**config.mk**
```make
export PLATFORM = sky130hd
export DESIGN_NAME = ps2_mouse_frame_rx
export DESIGN_NICKNAME = d
export VERILOG_FILES = /design/src/rtl/ps2_mouse_pkg.sv /design/src/rtl/ps2_mouse_packet_asm.sv /design/src/rtl/ps2_mouse_frame_rx.sv
export SDC_FILE = /design/constraint.sdc
export NUM_CORES = 1
export LEC_CHECK = 0
export ABC_AREA = 1
export BUFFER_PORTS_ARGS = -buffer_cell sky130_fd_sc_hd__buf_2
export CELL_PAD_IN_SITES_DETAIL_PLACEMENT = 1
export CELL_PAD_IN_SITES_GLOBAL_PLACEMENT = 1
export CORE_ASPECT_RATIO = 1.75
export CORE_UTILIZATION = 37
export CTS_CLUSTER_DIAMETER = 50
export DETAILED_ROUTE_END_ITERATION = 10
export GPL_TIMING_DRIVEN = 0
export HOLD_SLACK_MARGIN = 0.15
export PLACE_DENSITY = 0.72
export SLEW_MARGIN = 20
export SYNTH_ARGS = -nofsm -noshare
export SYNTH_HDL_FRONTEND = slang
export SYNTH_SLANG_ARGS = --single-unit
```
**constraint.sdc**
```tcl
create_clock -name clk -period 1.9 [get_ports clk]
set_input_delay 0.57 -clock clk [delete_from_list [all_inputs] [get_ports clk]]
set_output_delay 0.57 -clock clk [all_outputs]
set_load 0.01 [all_outputs]
```
**src/rtl/ps2_mouse_pkg.sv**
```systemverilog
// PS/2 mouse receiver shared definitions.
// FSM encodings, frame geometry and packet sync-bit position.
package ps2_mouse_pkg;

  localparam logic [1:0] ST_IDLE   = 2'd0;
  localparam logic [1:0] ST_DATA   = 2'd1;
  localparam logic [1:0] ST_PARITY = 2'd2;
  localparam logic [1:0] ST_STOP   = 2'd3;

  localparam int TIMEOUT_DEFAULT = 5000;
  localparam int FRAME_LEN       = 11;
  localparam int DATA_BITS       = FRAME_LEN - 3;
  localparam int SYNC_BIT        = 3;

endpackage

```
**src/rtl/ps2_mouse_packet_asm.sv**
```systemverilog
// Assembles three good bytes into a mouse movement packet.
// Fed with next-cycle byte strobes so pkt_valid aligns with byte_valid.
module ps2_mouse_packet_asm
  import ps2_mouse_pkg::*;
(
  input  logic       clk,
  input  logic       reset,
  input  logic [7:0] byte_data,
  input  logic       byte_valid,
  input  logic       frame_err,
  input  logic       pkt_enable,
  output logic [7:0] pkt_status,
  output logic [7:0] pkt_dx,
  output logic [7:0] pkt_dy,
  output logic       pkt_valid
);

  logic [1:0] idx_q, idx_d;
  logic [7:0] b0_q, b0_d;
  logic [7:0] b1_q, b1_d;
  logic [7:0] st_q, st_d;
  logic [7:0] dx_q, dx_d;
  logic [7:0] dy_q, dy_d;
  logic       pv_q, pv_d;

  always_comb begin
    idx_d = idx_q;
    b0_d  = b0_q;
    b1_d  = b1_q;
    st_d  = st_q;
    dx_d  = dx_q;
    dy_d  = dy_q;
    pv_d  = 1'b0;
    if (frame_err) begin
      idx_d = 2'd0;
    end else if (byte_valid && !pkt_enable) begin
      idx_d = 2'd0;
    end else if (byte_valid) begin
      case (idx_q)
        2'd0: begin
          // Bytes without the sync bit cannot start a packet.
          if (byte_data[SYNC_BIT]) begin
            b0_d  = byte_data;
            idx_d = 2'd1;
          end
        end
        2'd1: begin
          b1_d  = byte_data;
          idx_d = 2'd2;
        end
        default: begin
          st_d  = b0_q;
          dx_d  = b1_q;
          dy_d  = byte_data;
          pv_d  = 1'b1;
          idx_d = 2'd0;
        end
      endcase
    end
  end

  always_ff @(posedge clk) begin
    if (reset) begin
      idx_q <= 2'd0;
      b0_q  <= 8'h00;
      b1_q  <= 8'h00;
      st_q  <= 8'h00;
      dx_q  <= 8'h00;
      dy_q  <= 8'h00;
      pv_q  <= 1'b0;
    end else begin
      idx_q <= idx_d;
      b0_q  <= b0_d;
      b1_q  <= b1_d;
      st_q  <= st_d;
      dx_q  <= dx_d;
      dy_q  <= dy_d;
      pv_q  <= pv_d;
    end
  end

  assign pkt_status = st_q;
  assign pkt_dx     = dx_q;
  assign pkt_dy     = dy_q;
  assign pkt_valid  = pv_q;

endmodule

```
**src/rtl/ps2_mouse_frame_rx.sv**
```systemverilog
// PS/2 frame receiver: start, 8 data LSB first, odd parity, stop.
// Inter-edge timeout aborts stalled frames; packets built downstream.
module ps2_mouse_frame_rx
  import ps2_mouse_pkg::*;
#(
  parameter int TIMEOUT_CYCLES = TIMEOUT_DEFAULT
) (
  input  logic       clk,
  input  logic       reset,
  input  logic       falling_edge,
  input  logic       ps2_data,
  input  logic       pkt_enable,
  output logic [7:0] byte_data,
  output logic       byte_valid,
  output logic       frame_err,
  output logic [7:0] pkt_status,
  output logic [7:0] pkt_dx,
  output logic [7:0] pkt_dy,
  output logic       pkt_valid,
  output logic       busy
);

  localparam int TW = (TIMEOUT_CYCLES > 1) ? $clog2(TIMEOUT_CYCLES) : 1;
  localparam logic [TW-1:0] TMO_LAST = TW'(TIMEOUT_CYCLES - 1);
  localparam logic [2:0] BIT_LAST = 3'(DATA_BITS - 1);

  logic [1:0]    state_q, state_d;
  logic [2:0]    bitcnt_q, bitcnt_d;
  logic [7:0]    shift_q, shift_d;
  logic          par_q, par_d;
  logic [TW-1:0] tmo_q, tmo_d;
  logic [7:0]    byte_q, byte_d;
  logic          bv_q, bv_d;
  logic          err_q, err_d;

  always_comb begin
    state_d  = state_q;
    bitcnt_d = bitcnt_q;
    shift_d  = shift_q;
    par_d    = par_q;
    tmo_d    = tmo_q;
    byte_d   = byte_q;
    bv_d     = 1'b0;
    err_d    = 1'b0;
    if (state_q != ST_IDLE && !falling_edge) begin
      if (tmo_q == TMO_LAST) begin
        state_d = ST_IDLE;
        tmo_d   = '0;
        err_d   = 1'b1;
      end else begin
        tmo_d = tmo_q + 1'b1;
      end
    end
    // An edge always beats an expiring timeout.
    if (falling_edge) begin
      tmo_d = '0;
      case (state_q)
        ST_IDLE: begin
          if (!ps2_data) begin
            state_d  = ST_DATA;
            bitcnt_d = 3'd0;
            shift_d  = 8'h00;
          end
        end
        ST_DATA: begin
          shift_d  = {ps2_data, shift_q[7:1]};
          bitcnt_d = bitcnt_q + 3'd1;
          if (bitcnt_q == BIT_LAST) state_d = ST_PARITY;
        end
        ST_PARITY: begin
          par_d   = ps2_data;
          state_d = ST_STOP;
        end
        default: begin
          state_d = ST_IDLE;
          if ((^{shift_q, par_q}) && ps2_data) begin
            byte_d = shift_q;
            bv_d   = 1'b1;
          end else begin
            err_d = 1'b1;
          end
        end
      endcase
    end
  end

  always_ff @(posedge clk) begin
    if (reset) begin
      state_q  <= ST_IDLE;
      bitcnt_q <= 3'd0;
      shift_q  <= 8'h00;
      par_q    <= 1'b0;
      tmo_q    <= '0;
      byte_q   <= 8'h00;
      bv_q     <= 1'b0;
      err_q    <= 1'b0;
    end else begin
      state_q  <= state_d;
      bitcnt_q <= bitcnt_d;
      shift_q  <= shift_d;
      par_q    <= par_d;
      tmo_q    <= tmo_d;
      byte_q   <= byte_d;
      bv_q     <= bv_d;
      err_q    <= err_d;
    end
  end

  assign byte_data  = byte_q;
  assign byte_valid = bv_q;
  assign frame_err  = err_q;
  assign busy       = (state_q != ST_IDLE);

  ps2_mouse_packet_asm u_pkt (
    .clk        (clk),
    .reset      (reset),
    .byte_data  (byte_d),
    .byte_valid (bv_d),
    .frame_err  (err_d),
    .pkt_enable (pkt_enable),
    .pkt_status (pkt_status),
    .pkt_dx     (pkt_dx),
    .pkt_dy     (pkt_dy),
    .pkt_valid  (pkt_valid)
  );

endmodule

```
# Word-level counts from Yosys, hierarchy flattened
# Cells that the tools add are included.
[totals]
register_bits = 80
input_bits = 5
out_inout_bits = 36
elab_cells = 74
[classes]
n_addsub = 2
n_eq_ne = 7
muxes = 25
n_bitwise = 4
reduce_logical = 21
[ops]
columns = ["op", "count"]
rows = [
  ["$mux 8", 4],
  ["$pmux 8 s2", 1],
  ["$add 13x1->13 const B", 1],
  ["$eq 13x13->1 const B", 1],
  ["$mux 13", 1],
  ["$mux 2", 6],
  ["$mux 1", 9],
  ["$reduce_xor 9->1", 1],
  ["$reduce_and 4->1", 2],
  ["$pmux 2 s3", 1],
  ["$pmux 3 s2", 1],
  ["$reduce_or 3->1", 2],
  ["$reduce_and 5->1", 1],
  ["$eq 2x1->1 const B", 2],
  ["$logic_not 2->1", 2],
  ["$not 1->1", 4],
  ["$pmux 2 s2", 1],
  ["$reduce_and 2->1", 2],
  ["$reduce_bool 2->1", 2],
  ["$reduce_or 2->1", 2],
  ["$reduce_or 4->1", 1],
  ["$add 3x1->3 const B", 1],
  ["$eq 3x3->1 const B", 1],
  ["$logic_and 1x1->1", 3],
  ["6 further kinds", 7],
]

# Longest topological paths before layout
# Gate-level depths: netlist of run 1.
[logic_depth]
depth_word = 8
ltp_mapped = 16
mapped_depth_nobuf = 16

# Modules after synthesis
# From an unflattened synthesis of run 1, not the netlist that was laid out.
[hier_totals]
hier_cells = 520
area_unflattened_um2 = 3634.7
[by_module_without_submodules]
columns = ["module", "instances", "cells_per_inst", "area_each_um2", "seq_area_each_um2"]
rows = [
  ["ps2_mouse_frame_rx", 1, 301, 2010.7, 740.7],
  ["ps2_mouse_packet_asm", 1, 219, 1624.1, 860.8],
]

# Worst setup path after synthesis of run 1
# OpenSTA, ideal clock, no wires.
[synth_path]
kind = "input -> register"
from = "input port falling_edge"
to = "register u_pkt.b0_q[3]"
setup_ps = 128
arrival_time_ps = 1747
t_required_ps = 1772
path_slack_ps = 26
cell_stages = 9
path_buffers = 2
cell_sequence = "buf_2 nand2_1 nor2_1 nand4_2 nor2_1 nor2_4 buf_6 a21oi_1 nor2_1"
[synth_via]
elab_chain_cells = 8
word_cells_on_any_way = 12
cone_classes = "mux: 6; bitwise: 2; reduce/logical: 4"
[synth_lines]
columns = ["item", "line", "rtl"]
rows = [
  ["from (decl)", "ps2_mouse_frame_rx.sv:10", "input logic falling_edge,"],
  ["$logic_not 1->1", "ps2_mouse_frame_rx.sv:45", "if (state_q != ST_IDLE && !falling_edge) begin"],
  ["$logic_and 1x1->1", "ps2_mouse_frame_rx.sv:45", ""],
  ["$mux 1", "ps2_mouse_frame_rx.sv:45", ""],
  ["$mux 1", "ps2_mouse_frame_rx.sv:76", "if ((^{shift_q, par_q}) && ps2_data) begin"],
  ["$mux 1", "ps2_mouse_frame_rx.sv:57", "case (state_q)"],
  ["$mux 1", "ps2_mouse_frame_rx.sv:55", "if (falling_edge) begin"],
  ["$not 1->1 (no source line)", "n/a", ""],
  ["$reduce_and 5->1 (no source line) *", "n/a", ""],
  ["to (signal assigned)", "ps2_mouse_packet_asm.sv:65", "b0_q <= 8'h00;"],
  ["to (signal assigned)", "ps2_mouse_packet_asm.sv:73", "b0_q <= b0_d;"],
  ["to (decl)", "ps2_mouse_packet_asm.sv:19", "logic [7:0] b0_q, b0_d;"],
]
# Mark *: on every way between the ends. The rest lies on a longest branch, timed or not.
# A chain may end at the register's enable or synchronous reset.

# Final worst setup path of run 1
[layout_path]
from = "register shift_q[6]"
to = "register u_pkt.st_q[2], in the netlist u_pkt.pkt_status[2]"
[layout_via]
elab_chain_cells = 8
word_cells_on_any_way = 12
cone_classes = "mux: 6; bitwise: 2; reduce/logical: 4"
[layout_lines]
columns = ["item", "line", "rtl"]
rows = [
  ["from (decl)", "ps2_mouse_frame_rx.sv:29", "logic [7:0] shift_q, shift_d;"],
  ["from (signal assigned)", "ps2_mouse_frame_rx.sv:100", "shift_q <= shift_d;"],
  ["$reduce_xor 9->1 *", "ps2_mouse_frame_rx.sv:76", ""],
  ["$logic_and 1x1->1 *", "ps2_mouse_frame_rx.sv:76", ""],
  ["$mux 1", "ps2_mouse_frame_rx.sv:76", ""],
  ["$mux 1", "ps2_mouse_frame_rx.sv:57", ""],
  ["$mux 1", "ps2_mouse_frame_rx.sv:55", ""],
  ["$logic_and 1x1->1", "ps2_mouse_packet_asm.sv:36", "end else if (byte_valid && !pkt_enable) begin"],
  ["$not 1->1 (no source line)", "n/a", ""],
  ["$reduce_and 4->1 (no source line) *", "n/a", ""],
  ["to (signal assigned)", "ps2_mouse_packet_asm.sv:75", "st_q <= st_d;"],
  ["to (decl)", "ps2_mouse_packet_asm.sv:21", "logic [7:0] st_q, st_d;"],
]
# Marks and branches as above.

==> results of run 1 <==
[stage by stage]
stage | hold WS (ns) | cell area, µm² | setup slack [ns] | setup TNS [ns] | power [W]
finish | 0.4572 | 4881 | -0.02068 | -0.06886 | 0.003486
global route | 0.4797 | 4881 | -0.1383 | -3.170 | 0.003619
CTS | 0.4617 | 4318 | 0.006761 | 0 | 0.003533
detailed placement | 0.4531 | 3918 | -0.2923 | -12.00 | 0.001826
global placement | 0.4482 | 3918 | -0.2618 | -10.69 | 0.001824
floorplan | 0.4331 | 3575 | 0.02559 | 0 | 0.001790
[layer usage]
layer,part of all wire,GRT usage,wire (µm)
met3,0.021,0.04083,231
met2,0.59,0.3969,6366
met4,0.040,0.1090,435
met1,0.35,0.1890,3782
met5,0,0,0
[layout make-up]
type                       count  share of cell area
sequential                    80              0.3356
tap                          122             0.03127
multi-input combinational    348              0.3981
timing repair buffer          62             0.08562
buffer                        20             0.02948
clock buffer                  12             0.05050
clock inverter                 3            0.008716
inverter                      75             0.06075
[cell usage after synthesis (all sizes together)]
cell type,count,share of area
o21ai,7,0.0098
nand3,26,0.041
buf,11,0.021
clkbuf,9,0.0094
or2,1,0.0018
a211oi,1,0.0021
o211ai,1,0.0021
inv,74,0.078
a31oi,3,0.0053
o2111ai,1,0.0025
o22ai,1,0.0018
clkinv,1,0.0014
nor3,6,0.0098
nand2,167,0.18
o21a,1,0.0021
a21oi,47,0.066
nor4,3,0.0053
nor2,64,0.072
xor2,3,0.0074
a21boi,1,0.0021
ha,3,0.011
dfxtp,80,0.45
nand4,11,0.023
[registers in the layout, indices dropped and copies added (netlist names), 2 cells and up]
| register | cells |
|---|---|
| shift_q | 8 |
| state_q | 2 |
| u_pkt.pkt_status | 8 |
| u_pkt.pkt_dy | 8 |
| u_pkt.b1_q | 8 |
| u_pkt.idx_q | 2 |
| u_pkt.pkt_dx | 8 |
| byte_data | 8 |
| u_pkt.b0_q | 8 |
| bitcnt_q | 3 |
| tmo_q | 13 |
[tightest hold or removal path: cells and delay by family, from the launching register on]
family | cells | cell delay (ns)
flops | 1 | 0.30
compound gates | 1 | 0.05
simple gates | 1 | 0.06
[power by group]
group	switching, W	total, W	internal, W
logic	0.0000857	0.000114	0.0000286
clock network	0.000652	0.00170	0.00104
registers	0.00000540	0.00168	0.00167
total	0.000743	0.00349	0.00274
[placed cells by master (no fill, tap or decap), types with 7 or more instances in the layout]
cell type,netlist,final
dfxtp_1,80,69
nand2_1,163,122
clkbuf_1,9,9
o21ai_0,7,7
a21oi_1,47,29
nand2_2,4,30
nor2_1,61,50
clkbuf_16,0,11
inv_1,70,67
nand4_1,9,9
a21oi_2,0,18
buf_2,6,42
nand3_1,24,19
dfxtp_4,0,9
nor2_2,1,10
buf_4,3,18
nand2_4,0,16
buf_6,2,9
[what timing repair did]
item / in CTS / in global routing
setup endpoints to repair: 50 / 57
cloned: 0 / 6
buffers inserted: 5 / 14
pin swaps: 2 / 30
resized for setup: 23 / 126
[how the worst max path moves through the flow]
stage | to | cells past startpoint
detailed placement | tmo_q[12]$_SDFFE_PP0N_ | 9
global route | u_pkt.pkt_dx[3]$_SDFFE_PP0P_ | 12
floorplan | u_pkt.b0_q[3]$_SDFFE_PP0P_ | 9
finish | u_pkt.pkt_status[2]$_SDFFE_PP0P_ | 15
global placement | u_pkt.pkt_dy[1]$_SDFFE_PP0P_ | 10
CTS | u_pkt.b1_q[2]$_SDFFE_PP0P_ | 14
[logic make-up after synthesis]
group,count (synthesis),share of synthesized area
xor gates and xnor gates,3,0.007352
adders and majority gates,3,0.01050
DFF,80,0.4480
AOI/OAI and AO/OA,63,0.09346
and+or+nand+nor,278,0.3311
buffers and inverters,95,0.1096
==> metrics.md, run 1 <==
| Metric | Value |
|---|---|
| CP max stage cell | `dfxtp_4` |
| Share of layout cells above drive strength 1 | `0.3300` |
| Residual DRC | `2` |
| Critical path class | `reg -> reg` |
| Wirelength per Cell | `14.98 µm` |
| Port buffer count | `38` |
| Hold path depth | `2` |
| Maximum vdd drop | `about 0.00044 V` |
| Register Area | `~0.0016 mm²` |
| Clk Latency, worst-skew pair | `between 0.3 and 0.4 ns` |
| Post-Layout Cell Count | `722` |
| Outcome | `finished with violations` |
| Max Buffers Root-to-Sink | `2` |
| Max-cap violations | `0` |
| P_leak | `about 2.2 nW` |
| CP Capture Type | `flip-flop` |
| Crit path time final | `1.921 ns` |
| R2r startpoint | `shift_q[6]$_SDFFE_PP0P_` |
| Routed WL | `about 11000 µm` |
| Fin nets | `604` |
| CTS Hold Bufs | `0` |
| Least-Margin Pin Slew | `about 0.80 ns` |
| Core footprint | `about 0.0094 mm²` |
| Synthesized area | `~0.0036 mm²` |
| Crit path buf inv count | `4` |
| Largest net degree at the start of global routing | `13` |
| Critical path, cell by cell | `inv_4 > nand2_2 > nand2_2 > nand2_4 > nand2_4 > nand2_4 > nand2_4 > nand2_4 > nand4_4 > inv_2 > nand3_4 > inv_8 > clkbuf_16 > nand2_4 > a21oi_2` |
| Fin worst setup slack | `-0.02068 ns` |
| Max Clock Skew | `roughly 0.0061 ns` |
| DRT antenna net count | `0` |
| Relative max-transition margin | `0.4650` |
| Root Buffer | `clkbuf_16` |
| Cells on worst reg2reg path | `15` |
| Dpl hpwl | `roughly 7100 µm` |
| Setup violators final | `7` |
| Util after Layout | `0.5188` |
| Global placement routability congestion | `between 0.7 and 0.8` |
| Vias post-DR | `between 3000 and 4000` |
| Synth-to-layout area growth | `36.54%` |
| Synth Net Count | `530` |
| Failing checks | `DRC, setup timing` |
| Die height | `132.0 µm` |
| DP Cell Count | `~700` |
| Synthesized instance count | `approximately 520` |
| Area of the multi-input gates | `~0.0019 mm²` |
| I/O pin cnt | `just over 40` |
| Total CTS buffers | `9` |
| Worst Setup Start Kind | `flip-flop` |
| Hold Vio Cnt, Final | `0` |
| Setup crit start | `shift_q[6]$_SDFFE_PP0P_` |
| Fill count | `roughly 1200` |
| Standard-cell rows | `47` |
| H-tree Lvls | `3` |
| Period utilisation layout | `1.011` |
| Distinct cell type count after synthesis | `33` |
| Clock-pin slew on the worst setup and hold paths | `~0.050 ns` |
| Yosys reg bits | `80` |
| Clock sinks | `80` |
| Endpoint of the worst hold path | `u_pkt.pkt_status[0]$_SDFFE_PP0P_` |
| Die ar. | `roughly 0.01 mm²` |
| CTS tree | `yes` |
| Vias in the first global route | `3439` |
| Yosys warns | `0` |
| Initial antenna violation count | `0` |
| Worst r2r dst | `u_pkt.pkt_status[2]$_SDFFE_PP0P_` |
| Hold Crit Start | `u_pkt.pkt_status[0]$_SDFFE_PP0P_` |
| Register-to-register setup slack | `-0.02 ns` |
| Sequential area share after synthesis | `0.4480` |
| First-pass GRT wire length | `between 15000 and 20000 µm` |
| Max Clk Rate | `0.5206 GHz` |
| Antenna cells | `0` |
| Syn_area_per_cell | `roughly 7 µm²` |
| Crit Path Max Fanout | `7` |
| Crit-path most repeated cell | `nand2_4` |
| Slew Limit Fails | `0` |
| Die X-Extent | `~76 µm` |
| Initial core utilization | `0.3799` |
| DRT iter0 DRCs | `80` |
| Pwr/cell area | `714.2 mW/mm²` |
| Kind of cell adding the most delay to the critical path | `simple AND/OR/NAND/NOR gates` |
| Max incr delay on CP | `between 0.3 and 0.4 ns` |
| Worst Path Required | `approximately 2.2 ns` |
| CP arrival | `around 2.2 ns` |
| Type of the worst min-delay path | `reg -> reg` |
| Via-to-Cell Ratio | `4.921` |
| Total GRT Usage | `0.2019` |
| Total congestion overflow | `0` |
| RSZ-0062 raised after global routing | `true` |
| Iteration count of the initial detailed-routing pass | `7` |
Note: power is estimated with default switching activity, not from simulation.
==> inputs of run 2 (changes only) <==
REMOVE_ABC_BUFFERS = 1   (was not set)
==> run 2 against run 1 <==
The run ends with setup timing left. Non-clock buffer count down 13. Total power up 8.7%. Hold slack better by 0.0032 ns. Clock power up 18%. Sequential cell count unchanged. Critical endpoint is now u_pkt.pkt_dy[4]$_SDFFE_PP0P_.
==> metrics.md, run 2 (synthesis gave the netlist of run 1 again) <==
| Metric | Value |
|---|---|
| Outcome | `finished with violations` |
| Failing checks | `setup timing` |
| Maximum vdd drop | `roughly 0.00048 V` |
| Fin nets | `between 500 and 600` |
| Worst Setup Start Kind | `flip-flop` |
| Type of the worst min-delay path | `reg -> reg` |
| Max Buffers Root-to-Sink | `2` |
| Sw frac | `0.2034` |
| Clock-pin slew on the worst setup and hold paths | `roughly 0.060 ns` |
| Max Clock Skew | `around 0.0040 ns` |
| Root Buffer | `clkbuf_16` |
| Crit path time final | `between 1.5 and 2 ns` |
| Core footprint | `between 0.009 and 0.01 mm²` |
| Share of layout cells above drive strength 1 | `0.2508` |
| DRT antenna net count | `0` |
| Wirelength per Cell | `roughly 15 µm` |
| Routed WL | `about 10000 µm` |
| DRT iter0 DRCs | `86` |
| Worst Path Required | `2.13 ns` |
| RSZ-0062 raised after global routing | `true` |
| P_leak | `about 2.1 nW` |
| CTS Hold Bufs | `0` |
| Port buffer count | `40` |
| Final hold slack | `between 0.4 and 0.5 ns` |
| Largest register FFs | `13` |
| CP Capture Type | `flip-flop` |
| Switching power | `between 0.0007 and 0.0008 W` |
| Die X-Extent | `76.30 µm` |
| Clk Latency, worst-skew pair | `roughly 0.34 ns` |
| Total Neg Setup Slack | `-0.08198 ns` |
| Relative max-transition margin | `0.5455` |
| Reg with most FFs | `tmo_q` |
| Total GRT Usage | `0.2089` |
| Die ar. | `around 0.010 mm²` |
| Via-to-Cell Ratio | `around 4.9` |
| Iteration count of the initial detailed-routing pass | `4` |
| Dpl hpwl | `roughly 6500 µm` |
| Residual DRC | `0` |
| Setup violators final | `4` |
| Hold Vio Cnt, Final | `0` |
| Standard-cell rows | `47` |
| Max-cap violations | `0` |
| Synth-to-layout area growth | `32.27%` |
| Vias in the first global route | `roughly 3500` |
| Global placement routability congestion | `0.8255` |
| Internal power | `around 0.003 W` |
| Vias post-DR | `3462` |
| Post-Layout Cell Count | `about 700` |
| Fin worst setup slack | `-0.04974 ns` |
| Total congestion overflow | `0` |
| Antenna cells | `0` |
| Die height | `~130 µm` |
| Crit Path Max Fanout | `6` |
| Least-Margin Pin Slew | `about 0.68 ns` |
| Commonest non-fill, non-tap cell in the layout | `nand2_1` |
| I/O pin cnt | `41` |
| Reg power frac | `0.443` |
| Pre-CTS WS | `-1.531 ns` |
| Slew Limit Fails | `0` |
| CTS tree | `yes` |
| Clk network pwr share | `0.529` |
| Max Clk Rate | `approximately 0.51 GHz` |
| Largest net degree at the start of global routing | `47` |
| Gate power share | `0.028` |
| Initial antenna violation count | `0` |
| Total CTS buffers | `9` |
| Initial core utilization | `0.3799` |
| Pwr/cell area | `approximately 800 mW/mm²` |
| Clock sinks | `80` |
| H-tree Lvls | `3` |
| Critical path class | `reg -> reg` |
| Most frequent cells in the layout | `nand2_1, dfxtp_1, inv_1` |
| First-pass GRT wire length | `16580 µm` |
| CP arrival | `2.18 ns` |
| DP Cell Count | `664` |
| Period utilisation layout | `1.026` |
run 2: layout make-up:
| class | count | area [µm²] |
|---|---|---|
| Clock buffer | 11 | 242.7 |
| Clock inverter | 5 | 103.9 |
| Timing Repair Buffer | 69 | 494.2 |
| Multi-Input combinational cell | 348 | 1770 |
| Timing Repair inverter | 2 | 32.53 |
| Fill cell | 1214 | 4681 |
| Inverter | 75 | 299.0 |
| Tap cell | 122 | 152.6 |
| Sequential cell | 80 | 1633 |
run 2: critical path, stage by stage, from the launching register on:
cell	delay [ns]
dfxtp_2	0.40
xor2_2	0.23
inv_1	0.10
nand2_4	0.07
nand2_2	0.04
nand2_2	0.08
nand4_4	0.16
inv_4	0.12
nand3_4	0.14
buf_12	0.21
clkinv_8	0.06
nand2_1	0.06
nand2_1	0.08
nor2_1	0.06
run 2: timing repair:
item	in CTS	in global routing
gates resized for setup	29	45
setup endpoints to repair	60	57
cloned	3	1
pin swaps	6	16
buffers inserted	18	10
run 2: worst paths after layout:
check	startpoint	end	cells past startpoint	slack [ns]
min reg2reg	u_pkt.b1_q[2]$_SDFFE_PP0P_	u_pkt.pkt_dx[2]$_SDFFE_PP0P_	2	0.46
min	u_pkt.b1_q[2]$_SDFFE_PP0P_	u_pkt.pkt_dx[2]$_SDFFE_PP0P_	2	0.46
max reg2reg	shift_q[1]$_SDFFE_PP0P_	u_pkt.pkt_dy[4]$_SDFFE_PP0P_	13	-0.05
max	shift_q[1]$_SDFFE_PP0P_	u_pkt.pkt_dy[4]$_SDFFE_PP0P_	13	-0.05
run 2: power by group through the flow:
| stage | registers, W | clock network (W) | logic [W] |
|---|---|---|---|
| after floorplan | 0.00172 | 0 | 0.0000474 |
| after global placement | 0.00172 | 0 | 0.0000910 |
| after detailed placement | 0.00172 | 0 | 0.0000936 |
| after CTS | 0.00169 | 0.00205 | 0.0000990 |
| after global routing | 0.00168 | 0.00211 | 0.000118 |
| final | 0.00168 | 0.00200 | 0.000106 |
run 2: per-layer routing:
layer,vias to the layer above,GRT usage,wire length [µm]
met2,38,0.4294,6155
met1,1653,0.1983,3821
met3,18,0.03875,238
li1,1753,-,-
met5,-,0,0
met4,0,0.07158,225
run 2: stage by stage:
step | utilization | area (µm²) | power, W
finish | 0.5025 | 4728 | 0.003790
global route | 0.5025 | 4728 | 0.003910
CTS | 0.4775 | 4493 | 0.003837
detailed placement | 0.4059 | 3819 | 0.001818
global placement | 0.4059 | 3819 | 0.001815
floorplan | - | 3466 | 0.001770
==> inputs of run 3 (changes only) <==
CORE_UTILIZATION = 38   (was 37)
PLACE_DENSITY = 0.73   (was 0.72)
SYNTH_HIERARCHICAL = 1   (was not set)
==> run 3 against run 2 <==
The run still ends with setup timing left. Total power is 0.65% higher. Clock power hardly changed. Sequential cell count stayed put. Count of clock-buffer cells in the layout stayed put. Critical endpoint is now u_pkt/b0_q[6]$_SDFFE_PP0P_. Highest routed layer unchanged.
==> metrics.md, run 3 <==
| Metric | Value |
|---|---|
| Clock sinks | `80` |
| Worst Setup Start Kind | `flip-flop` |
| Dpl hpwl | `~6200 µm` |
| Core footprint | `around 0.009 mm²` |
| Wirelength per Cell | `around 15 µm` |
| Setup violators final | `around 40` |
| I/O pin cnt | `between 40 and 50` |
| Clk Latency, worst-skew pair | `about 0.33 ns` |
| Period utilisation layout | `1.095` |
| Distinct cell type count after synthesis | `35` |
| Largest register FFs | `13` |
| Total CTS buffers | `9` |
| CP max stage cell | `dfxtp_4` |
| Port buffer count | `40` |
| Largest net degree at the start of global routing | `52` |
| Synth Flop Type | `dfxtp_1` |
| Fin worst setup slack | `-0.1810 ns` |
| Commonest non-fill, non-tap cell in the layout | `nand2_1` |
| Pwr/cell area | `768.6 mW/mm²` |
| DR top layer | `met4` |
| RSZ-0062 raised after global routing | `true` |
| Fin nets | `roughly 600` |
| Die ar. | `around 0.010 mm²` |
| Yosys reg bits | `80` |
| Initial antenna violation count | `0` |
| Max Clk Rate | `about 0.48 GHz` |
| Crit path time final | `about 2.1 ns` |
| Iteration count of the initial detailed-routing pass | `4` |
| DRT iter0 DRCs | `96` |
| Root Buffer | `clkbuf_16` |
| Max-cap violations | `0` |
| Placed Instance Area | `0.003889 mm²` |
| Share of layout cells above drive strength 1 | `0.3423` |
| Routed WL | `10900 µm` |
| Post-Layout Cell Count | `a little over 700` |
| Hold Vio Cnt, Final | `0` |
| Synth-to-layout area growth | `36.56%` |
| Least-Margin Pin Slew | `around 0.6 ns` |
| H-tree Lvls | `3` |
| Relative max-transition margin | `0.6006` |
| Clock-pin slew on the worst setup and hold paths | `0.06 ns` |
| Vias in the first global route | `approximately 3500` |
| Fill count | `1138` |
| Synthesized area | `between 0.003 and 0.004 mm²` |
| Crit-path most repeated cell | `nand2_2` |
| Worst Path Required | `between 2 and 2.5 ns` |
| Max incr delay on CP | `around 0.39 ns` |
| Syn_area_per_cell | `6.990 µm²` |
| Global placement routability congestion | `between 0.7 and 0.8` |
| CTS tree | `yes` |
| Critical path class | `reg -> reg` |
| Max Buffers Root-to-Sink | `2` |
| Post-synth top cells | `nand2_1, dfxtp_1, inv_1` |
| Die X-Extent | `around 76 µm` |
| Crit Path Max Fanout | `7` |
| Area of the multi-input gates | `0.001959 mm²` |
| DP Cell Count | `around 670` |
| Die height | `between 100 and 150 µm` |
| DRT met1 WL | `3859 µm` |
| Main area contributors after synthesis | `dfxtp_1, nand2_1, a21oi_1` |
| Reg with most FFs | `tmo_q` |
| WL met2 | `6521 µm` |
| Via-to-Cell Ratio | `around 5.0` |
| Ys async rst share | `0` |
| Most frequent cells in the layout | `nand2_1, dfxtp_1, inv_1` |
| Routed length on met3 | `~250 µm` |
| CP arrival | `about 2.3 ns` |
| Vias post-DR | `~3600` |
| DRT antenna net count | `0` |
| Post-synth top area cell | `dfxtp_1` |
| P_leak | `about 2.1 nW` |
| Sequential area share after synthesis | `0.4406` |
| Synthesized instance count | `520` |
| Max Clock Skew | `0.005206 ns` |
| Top-count cell post-synth | `nand2_1` |
| Total GRT Usage | `0.2034` |
| Critical path, cell by cell | `inv_2 > nand2_1 > nand2_2 > inv_1 > nand2_1 > nand3_2 > nand2_2 > nand2_2 > nand2_4 > buf_6 > nand4_1 > nand2_1 > inv_2 > nand2_2 > nor2_4 > nand3_2 > nand2_2 > nor2_1` |
| Post-synth EDFFs | `0` |
| Antenna cells | `0` |
| Standard-cell rows | `46` |
| Total Neg Setup Slack | `-5.108 ns` |
| Residual DRC | `0` |
| Maximum vdd drop | `approximately 0.00043 V` |
| First-pass GRT wire length | `~16000 µm` |
| Post-synth top area share | `0.4406` |
| Outcome | `finished with violations` |
| CP Capture Type | `flip-flop` |
| Total congestion overflow | `0` |
| Register Area | `around 0.0016 mm²` |
| Slew Limit Fails | `0` |
| Design Area, Final | `approximately 0.0050 mm²` |
| Failing checks | `setup timing` |
| Yosys warns | `6` |
| Initial core utilization | `0.3972` |
| Type of the worst min-delay path | `reg -> reg` |
[run 3: changes by cell type after synthesis, sizes merged, moves of 3 or more]
cell / delta
clkbuf: -3
nand2: +12
xor2: -3
nand3: -5
inv: -7
nor3: +4
[run 3: path summary, 6_finish.rpt]
| path | slack (ns) | depth (start not counted) | end | start |
|---|---|---|---|---|
| worst min register to register | 0.46 | 2 | u_pkt/pkt_status[2]$_SDFFE_PP0P_ | u_pkt/pkt_status[2]$_SDFFE_PP0P_ |
| worst max register to register | -0.18 | 18 | u_pkt/b0_q[6]$_SDFFE_PP0P_ | shift_q[2]$_SDFFE_PP0P_ |
| worst max-delay path | -0.18 | 18 | u_pkt/b0_q[6]$_SDFFE_PP0P_ | shift_q[2]$_SDFFE_PP0P_ |
| worst min-delay path | 0.46 | 2 | u_pkt/pkt_status[2]$_SDFFE_PP0P_ | u_pkt/pkt_status[2]$_SDFFE_PP0P_ |
[run 3: cell families (layout without fill, tap and decap cells)]
kind of cell,count (synthesis),count (layout),synth area share
fa+ha+maj,3,3,0.01033
flops,80,80,0.4406
compound gates,63,63,0.09260
xor+xnor,1,1,0.002410
buf+inv,85,159,0.09914
simple gates,288,290,0.3549
[run 3: power by group]
part	total (W)	internal, W	leakage, nW	switching (W)
clock network	0.00202	0.00135	0.172	0.000672
logic	0.000116	0.0000321	1.25	0.0000840
registers	0.00167	0.00167	0.652	0.00000457
[run 3: area by class of cell]
class                      instances  share of cell area
multi-input combinational        357              0.3948
sequential                        80              0.3295
timing repair buffer              72              0.1114
inverter                          70             0.05924
clock buffer                      11             0.05092
tap                              120             0.03025
clock inverter                     5             0.02067
timing repair inverter             1            0.003277
[run 3: through the flow]
step	setup WS, ns	power [W]	hold slack (ns)	util
6_report	-0.1810	0.003815	0.4603	0.5424
5_1_grt	-0.3386	0.003942	0.4740	0.5424
4_1_cts	-0.1073	0.003853	0.4635	0.5059
3_5_place_dp	-0.9953	0.001818	0.4547	0.4249
3_3_place_gp	-0.9446	0.001816	0.4452	0.4249
2_1_floorplan	-0.2040	0.001773	0.4321	-
[run 3: metal layers]
layer | global-route usage | vias up
met3 | 0.03611 | 22
li1 | - | 1783
met5 | 0 | -
met2 | 0.3949 | 57
met1 | 0.2070 | 1723
met4 | 0.08761 | 0
[run 3: timing repair]
item	4_1_cts	5_1_grt
pin swaps	15	25
buffers inserted	21	9
resized for setup	54	67
hold endpoints to repair	0	0
endpoints found under the setup margin	55	47
gates cloned	2	3
hold buffers	0	0
[run 3: worst max-delay path: cells and delay by family, from the launching register on]
| kind | cells | cell delay [ns] |
|---|---|---|
| DFF | 1 | 0.39 |
| buffers and inverters | 4 | 0.31 |
| and+or+nand+nor | 14 | 1.24 |
